--- src/rtl/bpm_mux_integrator_if.sv ---
// Bus bundle for bpm_mux_integrator.
// master: drives the strobe/close controls, channel selects and packed I/Q
//         samples, and observes the live sums, latched results and flags.
// slave : the integrator itself.
// Signals: bunch_strb, dac_cond, sel[N_OUT*SEL_W], in_i/in_q[N_IN*IN_W] (in);
//          acc_i/acc_q/res_i/res_q[N_OUT*ACC_W], res_valid, res_count[CNT_W],
//          sat_flag[2*N_OUT], overrun (out).
interface bpm_mux_integrator_if #(
  parameter int N_IN  = 3,
  parameter int N_OUT = 2,
  parameter int SEL_W = 2,
  parameter int IN_W  = 13,
  parameter int ACC_W = 15,
  parameter int CNT_W = 4
);
  logic                   bunch_strb;
  logic                   dac_cond;
  logic [N_OUT*SEL_W-1:0] sel;
  logic [N_IN*IN_W-1:0]   in_i;
  logic [N_IN*IN_W-1:0]   in_q;
  logic [N_OUT*ACC_W-1:0] acc_i;
  logic [N_OUT*ACC_W-1:0] acc_q;
  logic [N_OUT*ACC_W-1:0] res_i;
  logic [N_OUT*ACC_W-1:0] res_q;
  logic                   res_valid;
  logic [CNT_W-1:0]       res_count;
  logic [2*N_OUT-1:0]     sat_flag;
  logic                   overrun;

  modport master (
    output bunch_strb, dac_cond, sel, in_i, in_q,
    input  acc_i, acc_q, res_i, res_q, res_valid, res_count, sat_flag, overrun
  );

  modport slave (
    input  bunch_strb, dac_cond, sel, in_i, in_q,
    output acc_i, acc_q, res_i, res_q, res_valid, res_count, sat_flag, overrun
  );
endinterface

--- src/rtl/bpm_mux_integrator.sv ---
// N-input to M-output BPM channel multiplexer and bunch-strobe integrator.
// Each output k accumulates the I/Q pair of the input channel named by select
// field k; the select is captured on the first strobe of a window and held
// until the window closes. dac_cond closes the window: sums, sample count and
// saturation flags are latched into the res_* registers with a one-cycle
// res_valid pulse, and the live accumulators clear.
// Ports: clk, rst (sync, active-high), bus (bpm_mux_integrator_if.slave).
module bpm_mux_integrator #(
  parameter int N_IN        = 3,
  parameter int N_OUT       = 2,
  parameter int SEL_W       = 2,
  parameter int IN_W        = 13,
  parameter int ACC_W       = 15,
  parameter int SAT_EN      = 1,
  parameter int MAX_SAMPLES = 8,
  parameter int CNT_W       = 4
) (
  input logic                  clk,
  input logic                  rst,
  bpm_mux_integrator_if.slave  bus
);

  typedef enum logic [1:0] {IDLE, INTEG, FULL} state_t;

  localparam logic signed [ACC_W-1:0] ACC_MAX = {1'b0, {(ACC_W-1){1'b1}}};
  localparam logic signed [ACC_W-1:0] ACC_MIN = {1'b1, {(ACC_W-1){1'b0}}};

  // Returns {clip_flag, sum}. The sum is formed one bit wider than the
  // accumulator so overflow shows up as a mismatch of the top two bits.
  function automatic logic [ACC_W:0] add_clip(input logic signed [ACC_W-1:0] a,
                                               input logic signed [IN_W-1:0]  b);
    logic [ACC_W:0] s;
    logic           ovf;
    s   = {a[ACC_W-1], a} + {{(ACC_W+1-IN_W){b[IN_W-1]}}, b};
    ovf = s[ACC_W] ^ s[ACC_W-1];
    if (SAT_EN != 0 && ovf) begin
      add_clip = {1'b1, (s[ACC_W] ? ACC_MIN : ACC_MAX)};
    end else begin
      add_clip = {1'b0, s[ACC_W-1:0]};
    end
  endfunction

  state_t                  state;
  logic [CNT_W-1:0]        cnt;
  logic [N_OUT*SEL_W-1:0]  sel_q;
  logic signed [ACC_W-1:0] acc_i_p1 [N_OUT];
  logic signed [ACC_W-1:0] acc_q_p1 [N_OUT];
  logic [2*N_OUT-1:0]      sat_win;
  logic signed [ACC_W-1:0] res_i_p2 [N_OUT];
  logic signed [ACC_W-1:0] res_q_p2 [N_OUT];
  logic [CNT_W-1:0]        res_count_p2;
  logic [2*N_OUT-1:0]      sat_flag_p2;
  logic                    vld_p2;
  logic                    overrun_r;

  logic [N_OUT*SEL_W-1:0]  sel_eff;
  logic signed [IN_W-1:0]  samp_i [N_OUT];
  logic signed [IN_W-1:0]  samp_q [N_OUT];
  logic signed [ACC_W-1:0] acc_i_nxt [N_OUT];
  logic signed [ACC_W-1:0] acc_q_nxt [N_OUT];
  logic [2*N_OUT-1:0]      sat_hit;
  logic [CNT_W-1:0]        cnt_inc;

  // ---- stage 0: channel select and add/clip ----
  always_comb begin
    // The first strobe of a window routes with the live select; afterwards
    // the captured copy is used so mid-window select changes are ignored.
    sel_eff = (state == IDLE) ? bus.sel : sel_q;
    sat_hit = '0;
    cnt_inc = cnt + 1'b1;
    for (int k = 0; k < N_OUT; k++) begin
      samp_i[k] = '0;
      samp_q[k] = '0;
      // Out-of-range select fields match no channel and contribute zero.
      for (int j = 0; j < N_IN; j++) begin
        if (sel_eff[k*SEL_W +: SEL_W] == SEL_W'(j)) begin
          samp_i[k] = bus.in_i[j*IN_W +: IN_W];
          samp_q[k] = bus.in_q[j*IN_W +: IN_W];
        end
      end
      {sat_hit[2*k],   acc_i_nxt[k]} = add_clip(acc_i_p1[k], samp_i[k]);
      {sat_hit[2*k+1], acc_q_nxt[k]} = add_clip(acc_q_p1[k], samp_q[k]);
    end
  end

  // ---- stage 1: window FSM and accumulators; stage 2: result latch ----
  always_ff @(posedge clk) begin
    if (rst) begin
      state        <= IDLE;
      cnt          <= '0;
      sel_q        <= '0;
      sat_win      <= '0;
      res_count_p2 <= '0;
      sat_flag_p2  <= '0;
      vld_p2       <= 1'b0;
      overrun_r    <= 1'b0;
      for (int k = 0; k < N_OUT; k++) begin
        acc_i_p1[k] <= '0;
        acc_q_p1[k] <= '0;
        res_i_p2[k] <= '0;
        res_q_p2[k] <= '0;
      end
    end else begin
      vld_p2 <= 1'b0;
      if (bus.bunch_strb) begin
        // A strobe wins over a simultaneous dac_cond.
        case (state)
          IDLE: begin
            sel_q   <= bus.sel;
            cnt     <= cnt_inc;
            sat_win <= sat_win | sat_hit;
            for (int k = 0; k < N_OUT; k++) begin
              acc_i_p1[k] <= acc_i_nxt[k];
              acc_q_p1[k] <= acc_q_nxt[k];
            end
            state <= (MAX_SAMPLES == 1) ? FULL : INTEG;
          end
          INTEG: begin
            cnt     <= cnt_inc;
            sat_win <= sat_win | sat_hit;
            for (int k = 0; k < N_OUT; k++) begin
              acc_i_p1[k] <= acc_i_nxt[k];
              acc_q_p1[k] <= acc_q_nxt[k];
            end
            if (cnt_inc == CNT_W'(MAX_SAMPLES)) state <= FULL;
          end
          FULL: begin
            overrun_r <= 1'b1;
          end
          default: state <= IDLE;
        endcase
      end else if (bus.dac_cond) begin
        res_count_p2 <= cnt;
        sat_flag_p2  <= sat_win;
        vld_p2       <= 1'b1;
        cnt          <= '0;
        sat_win      <= '0;
        state        <= IDLE;
        for (int k = 0; k < N_OUT; k++) begin
          res_i_p2[k] <= acc_i_p1[k];
          res_q_p2[k] <= acc_q_p1[k];
          acc_i_p1[k] <= '0;
          acc_q_p1[k] <= '0;
        end
      end
    end
  end

  for (genvar k = 0; k < N_OUT; k++) begin : g_out
    assign bus.acc_i[k*ACC_W +: ACC_W] = acc_i_p1[k];
    assign bus.acc_q[k*ACC_W +: ACC_W] = acc_q_p1[k];
    assign bus.res_i[k*ACC_W +: ACC_W] = res_i_p2[k];
    assign bus.res_q[k*ACC_W +: ACC_W] = res_q_p2[k];
  end

  assign bus.res_valid = vld_p2;
  assign bus.res_count = res_count_p2;
  assign bus.sat_flag  = sat_flag_p2;
  assign bus.overrun   = overrun_r;

endmodule
--- src/flat_wrapper.sv ---
// flat-port wrapper written by rule: the top's interface ports become plain ports
module bpm_mux_integrator_flat 
#(
  parameter int N_IN        = 3,
  parameter int N_OUT       = 2,
  parameter int SEL_W       = 2,
  parameter int IN_W        = 13,
  parameter int ACC_W       = 15,
  parameter int SAT_EN      = 1,
  parameter int MAX_SAMPLES = 8,
  parameter int CNT_W       = 4
)
  (clk, rst, bus_bunch_strb, bus_dac_cond, bus_sel, bus_in_i, bus_in_q, bus_acc_i, bus_acc_q, bus_res_i, bus_res_q, bus_res_valid, bus_res_count, bus_sat_flag, bus_overrun);
  bpm_mux_integrator_if #(.N_IN(N_IN), .N_OUT(N_OUT), .SEL_W(SEL_W), .IN_W(IN_W), .ACC_W(ACC_W), .CNT_W(CNT_W)) bus_i ();
  input logic clk;
  input logic rst;
  input wire logic [$bits(bus_i.bunch_strb)-1:0] bus_bunch_strb;
  input wire logic [$bits(bus_i.dac_cond)-1:0] bus_dac_cond;
  input wire logic [$bits(bus_i.sel)-1:0] bus_sel;
  input wire logic [$bits(bus_i.in_i)-1:0] bus_in_i;
  input wire logic [$bits(bus_i.in_q)-1:0] bus_in_q;
  output wire logic [$bits(bus_i.acc_i)-1:0] bus_acc_i;
  output wire logic [$bits(bus_i.acc_q)-1:0] bus_acc_q;
  output wire logic [$bits(bus_i.res_i)-1:0] bus_res_i;
  output wire logic [$bits(bus_i.res_q)-1:0] bus_res_q;
  output wire logic [$bits(bus_i.res_valid)-1:0] bus_res_valid;
  output wire logic [$bits(bus_i.res_count)-1:0] bus_res_count;
  output wire logic [$bits(bus_i.sat_flag)-1:0] bus_sat_flag;
  output wire logic [$bits(bus_i.overrun)-1:0] bus_overrun;
  assign bus_i.bunch_strb = bus_bunch_strb;
  assign bus_i.dac_cond = bus_dac_cond;
  assign bus_i.sel = bus_sel;
  assign bus_i.in_i = bus_in_i;
  assign bus_i.in_q = bus_in_q;
  assign bus_acc_i = bus_i.acc_i;
  assign bus_acc_q = bus_i.acc_q;
  assign bus_res_i = bus_i.res_i;
  assign bus_res_q = bus_i.res_q;
  assign bus_res_valid = bus_i.res_valid;
  assign bus_res_count = bus_i.res_count;
  assign bus_sat_flag = bus_i.sat_flag;
  assign bus_overrun = bus_i.overrun;
  bpm_mux_integrator #(.N_IN(N_IN), .N_OUT(N_OUT), .SEL_W(SEL_W), .IN_W(IN_W), .ACC_W(ACC_W), .SAT_EN(SAT_EN), .MAX_SAMPLES(MAX_SAMPLES), .CNT_W(CNT_W)) u_core (.clk(clk), .rst(rst), .bus(bus_i));
endmodule
--- config.mk ---
export PLATFORM = sky130hd
export DESIGN_NAME = bpm_mux_integrator_flat
export DESIGN_NICKNAME = d
export VERILOG_FILES = /design/src/rtl/bpm_mux_integrator_if.sv /design/src/rtl/bpm_mux_integrator.sv /design/src/flat_wrapper.sv
export SDC_FILE = /design/constraint.sdc
export NUM_CORES = 1
export LEC_CHECK = 0
export CAP_MARGIN = 20
export CORE_UTILIZATION = 30
export CTS_CLUSTER_DIAMETER = 200
export DETAILED_ROUTE_END_ITERATION = 10
export PLACE_DENSITY_LB_ADDON = 0.3
export SLEW_MARGIN = 0
export SYNTH_ARGS = -nofsm -noshare
export SYNTH_HDL_FRONTEND = slang
export SYNTH_SLANG_ARGS = --single-unit
--- constraint.sdc ---
create_clock -name clk -period 10.4 [get_ports clk]
set_input_delay 2.08 -clock clk [delete_from_list [all_inputs] [get_ports clk]]
set_output_delay 2.08 -clock clk [all_outputs]
set_load 0.02 [all_outputs]
==> summary.txt <==
Critical path
  – Arr. time, crit path: 6970 ps
  – FF-to-FF Start: u_core.state[1]
  – Startpoint types: primary input
  – Critical path endpoint category: flip-flop
  – CP max FO: 27
  – Reg2Reg Setup Slack: 4640 ps
  – Setup crit start: bus_sel[3]
  – Critical Path RT: 10600 ps
  – RR Endpoint: u_core.acc_i_p1[0][10]
  – Critical path class: in -> reg
  – Critical Path End: u_core.acc_q_p1[0][16]
  – Register-to-Register Path Depth: 14

Final layout
  – Final core occ: 40.4%
  – Layout area overhead: 32.0%
  – Share of layout cells above drive strength 1: 5.91%
  – Non-filler instance count after layout: 1683
  – Net count, final: 1378

Synthesis
  – Flops & latches, synth: 144
  – Mapped Avg Cell Area: 9.67 um^2
  – Post-synth top cells: nand2_1 (147), edfxtp_1 (120), o21ai_0 (80)
  – Top_reg_cell synth: edfxtp_1
  – Mapped Cells: 1033
  – Count leader, synth: nand2_1
  – EDFF count, synth: 120
  – Most area-consuming cells after synthesis: edfxtp_1 (36%), ha_1 (8.1%), mux2i_1 (5.8%), nand2_1 (5.5%), dfxtp_1 (4.8%)
  – Mapped Area: 9980 um^2
  – Post-synth ARST share: 0%
  – Syn_nets: 1188
  – Sequential-to-total area share from yosys stat: 40.9%
  – Top cell type's share of synthesized area: 36.1%
  – Yosys Warn Count: 0
  – Post-synthesis cell type count: 66
  – Yosys top cell by area: edfxtp_1

Clocking
  – Clk sink count: 144
  – Hold-fix buffers, CTS: 0
  – CTS resizes: 0
  – Post-CTS Setup Repair Bufs: 0
  – CTS root buf: clkbuf_16
  – TritonCTS clock tree: done
  – Clock latency on the worst-skew pair: 450 ps
  – H-tree levels: 4
  – Clk slew on worst S/H paths: 60 ps
  – Clk buf depth: 2
  – Clock buffer count from CTS: 17

Global route
  – Vias in the first global route: 8412
  – Antenna violations before repair: 6
  – Top Usage Layer GRT: met2
  – Total track usage: 20.1%
  – M1 GR Usage: 25.6%
  – First-pass GRT wire length: 50600 um
  – GRT overflow: 0
  – Largest net degree at the start of global routing: 61
  – Met2 GRT Util: 33.8%
  – M3 GR Usage: 3.69%

Detailed routing
  – Total number of vias: 8746
  – Wire per inst: 20.1 um
  – Post-Route WL: 33800 um
  – 1st-iter DRT viols: 775
  – Drt pass-1 iters: 5
  – Post-route ant nets: 0
  – Avg Vias per Cell: 5.20
  – Number of remaining DRC errors: 0

Floorplanning
  – Die Height: 184 um
  – Die Footprint: 34000 um^2
  – Die X: 184 um
  – Core area: 32600 um^2
  – Num ports: 216
  – Initial core utilization: 30.6%
  – Rows: 66

Outcome
  – Status: complete, no violations

Hold path
  – HP Class: reg -> reg

STA
  – Slew Limit Fails: 0
  – Setup ws final: 3630 ps
  – Setup_tns: 0 ps
  – Final setup viols: 0
  – Part of the cycle the worst path needs: 65.1%
  – Tmin final: 6770 ps
  – Unrepaired setup endpoints after global routing: false
  – Hold Vio Cnt, Final: 0
  – Clock skew: 14.2 ps
  – Final hold slack: 475 ps
  – Maximum clock frequency: 148 MHz
  – Slew Limit Headroom: 28.4%
  – Worst Tran Pin Value: 1070 ps

Place
  – HPWL Detailed: 26300 um
  – Pre-CTS setup slack: 3230 ps
  – PortBufs: 215
  – Dpl cells: 1646
  – GPL Wtd Cong: 0.850

Power
  – Power Density: 190 nW/um^2
  – Max VDD drop: 0.107 mV
  – Leak pwr: 5.38 nW

Flow run
  – Number of max-cap violations: 0
-- layer usage --
| metal | share of wire [%] | wire, um |
|---|---|---|
| met1 | 44 | 14900 |
| met3 | 5.9 | 1990 |
| met2 | 48 | 16200 |
| met4 | 2.2 | 732 |
| met5 | 0 | 0 |
-- power by group --
part           internal, mW  leakage [nW]  switching (mW)  total, mW
Clock                 0.357         0.274           0.269      0.626
Combinational         0.446          3.60           0.638       1.08
Sequential            0.715          1.51          0.0724      0.787
Total                  1.52          5.38           0.980       2.50
-- cell families after synthesis --
kind of cell               synth area share, %
AOI/OAI and AO/OA                         20.6
buffers and inverters                     2.86
and+or+nand+nor                           16.6
adders and majority gates                 8.95
DFF                                       40.9
muxes                                     6.04
xor gates and xnor gates                  4.04
-- layout by cell type (no fill, tap or decap), types with 6 or more instances in the layout --
master / instances
clkbuf_16: 17
ha_1: 65
nand2b_1: 7
nand3_1: 28
nor2b_1: 7
buf_4: 9
o21ai_0: 80
mux2i_1: 56
o21a_1: 15
and3_1: 7
and2_1: 70
a21o_1: 21
xor2_1: 16
a22o_1: 8
nor2_1: 57
o211ai_1: 9
a21oi_1: 53
dfxtp_1: 24
edfxtp_1: 120
xnor2_1: 30
a221oi_2: 18
a211oi_1: 22
a31oi_1: 6
clkdlybuf4s50_1: 215
a221oi_1: 11
inv_1: 15
nand2_1: 146
o21ai_1: 11
-- state kept, by name, indices dropped and copies added, names as in the netlist, 2 cells and up --
register / cells
u_core.acc_i_p1: 30
u_core.acc_q_p1: 30
u_core.bus.res_count: 4
u_core.bus.sat_flag: 4
u_core.cnt: 4
u_core.res_i_p2: 30
u_core.res_q_p2: 30
u_core.sat_win: 4
u_core.sel_q: 4
u_core.state: 2
-- worst min-delay path by stage --
| stage | startpoint | endpoint | slack (ps) | depth (start not counted) |
|---|---|---|---|---|
| 6_report | u_core.bus.sat_flag[3] | u_core.bus.sat_flag[3] | 480 | 1 |
| 2_1_floorplan | u_core.sat_win[0] | u_core.sat_win[0] | 440 | 2 |
| 4_1_cts | u_core.bus.sat_flag[3] | u_core.bus.sat_flag[3] | 470 | 1 |
| 3_5_place_dp | u_core.bus.sat_flag[3] | u_core.bus.sat_flag[3] | 460 | 1 |
| 5_1_grt | u_core.bus.overrun | u_core.bus.overrun | 500 | 2 |
| 3_3_place_gp | u_core.sat_win[3] | u_core.sat_win[3] | 450 | 1 |
-- layout make-up --
cell class | count | area [um^2]
antenna | 5 | 12.5
clock buffer | 18 | 429
tap | 442 | 553
sequential | 144 | 4080
timing repair buffer | 225 | 2230
fill | 3186 | 19400
inverter | 16 | 60.1
multi-input combinational | 819 | 5650
clock inverter | 14 | 158
-- critical path, stage by stage --
cell and delay, ps:
clkdlybuf4s50_1 480, mux2i_4 150, buf_4 440, and2_1 190
buf_4 310, nand2_1 80, o21ai_0 170, ha_1 280
inv_1 70, fa_1 430, nor2b_1 160, o31a_1 200
o221ai_1 220, a21oi_2 310, a41oi_2 230, a21oi_1 720
o21ai_0 180, and3_1 230
-- stage by stage --
| stage | total power, mW | area, um^2 |
|---|---|---|
| after global placement | 1.86 | 12600 |
| after CTS | 2.51 | 13200 |
| final | 2.50 | 13200 |
| after floorplan | 1.51 | 9980 |
| after detailed placement | 1.88 | 12600 |
| after global routing | 2.65 | 13200 |
Power figures use the tool's default switching activity.
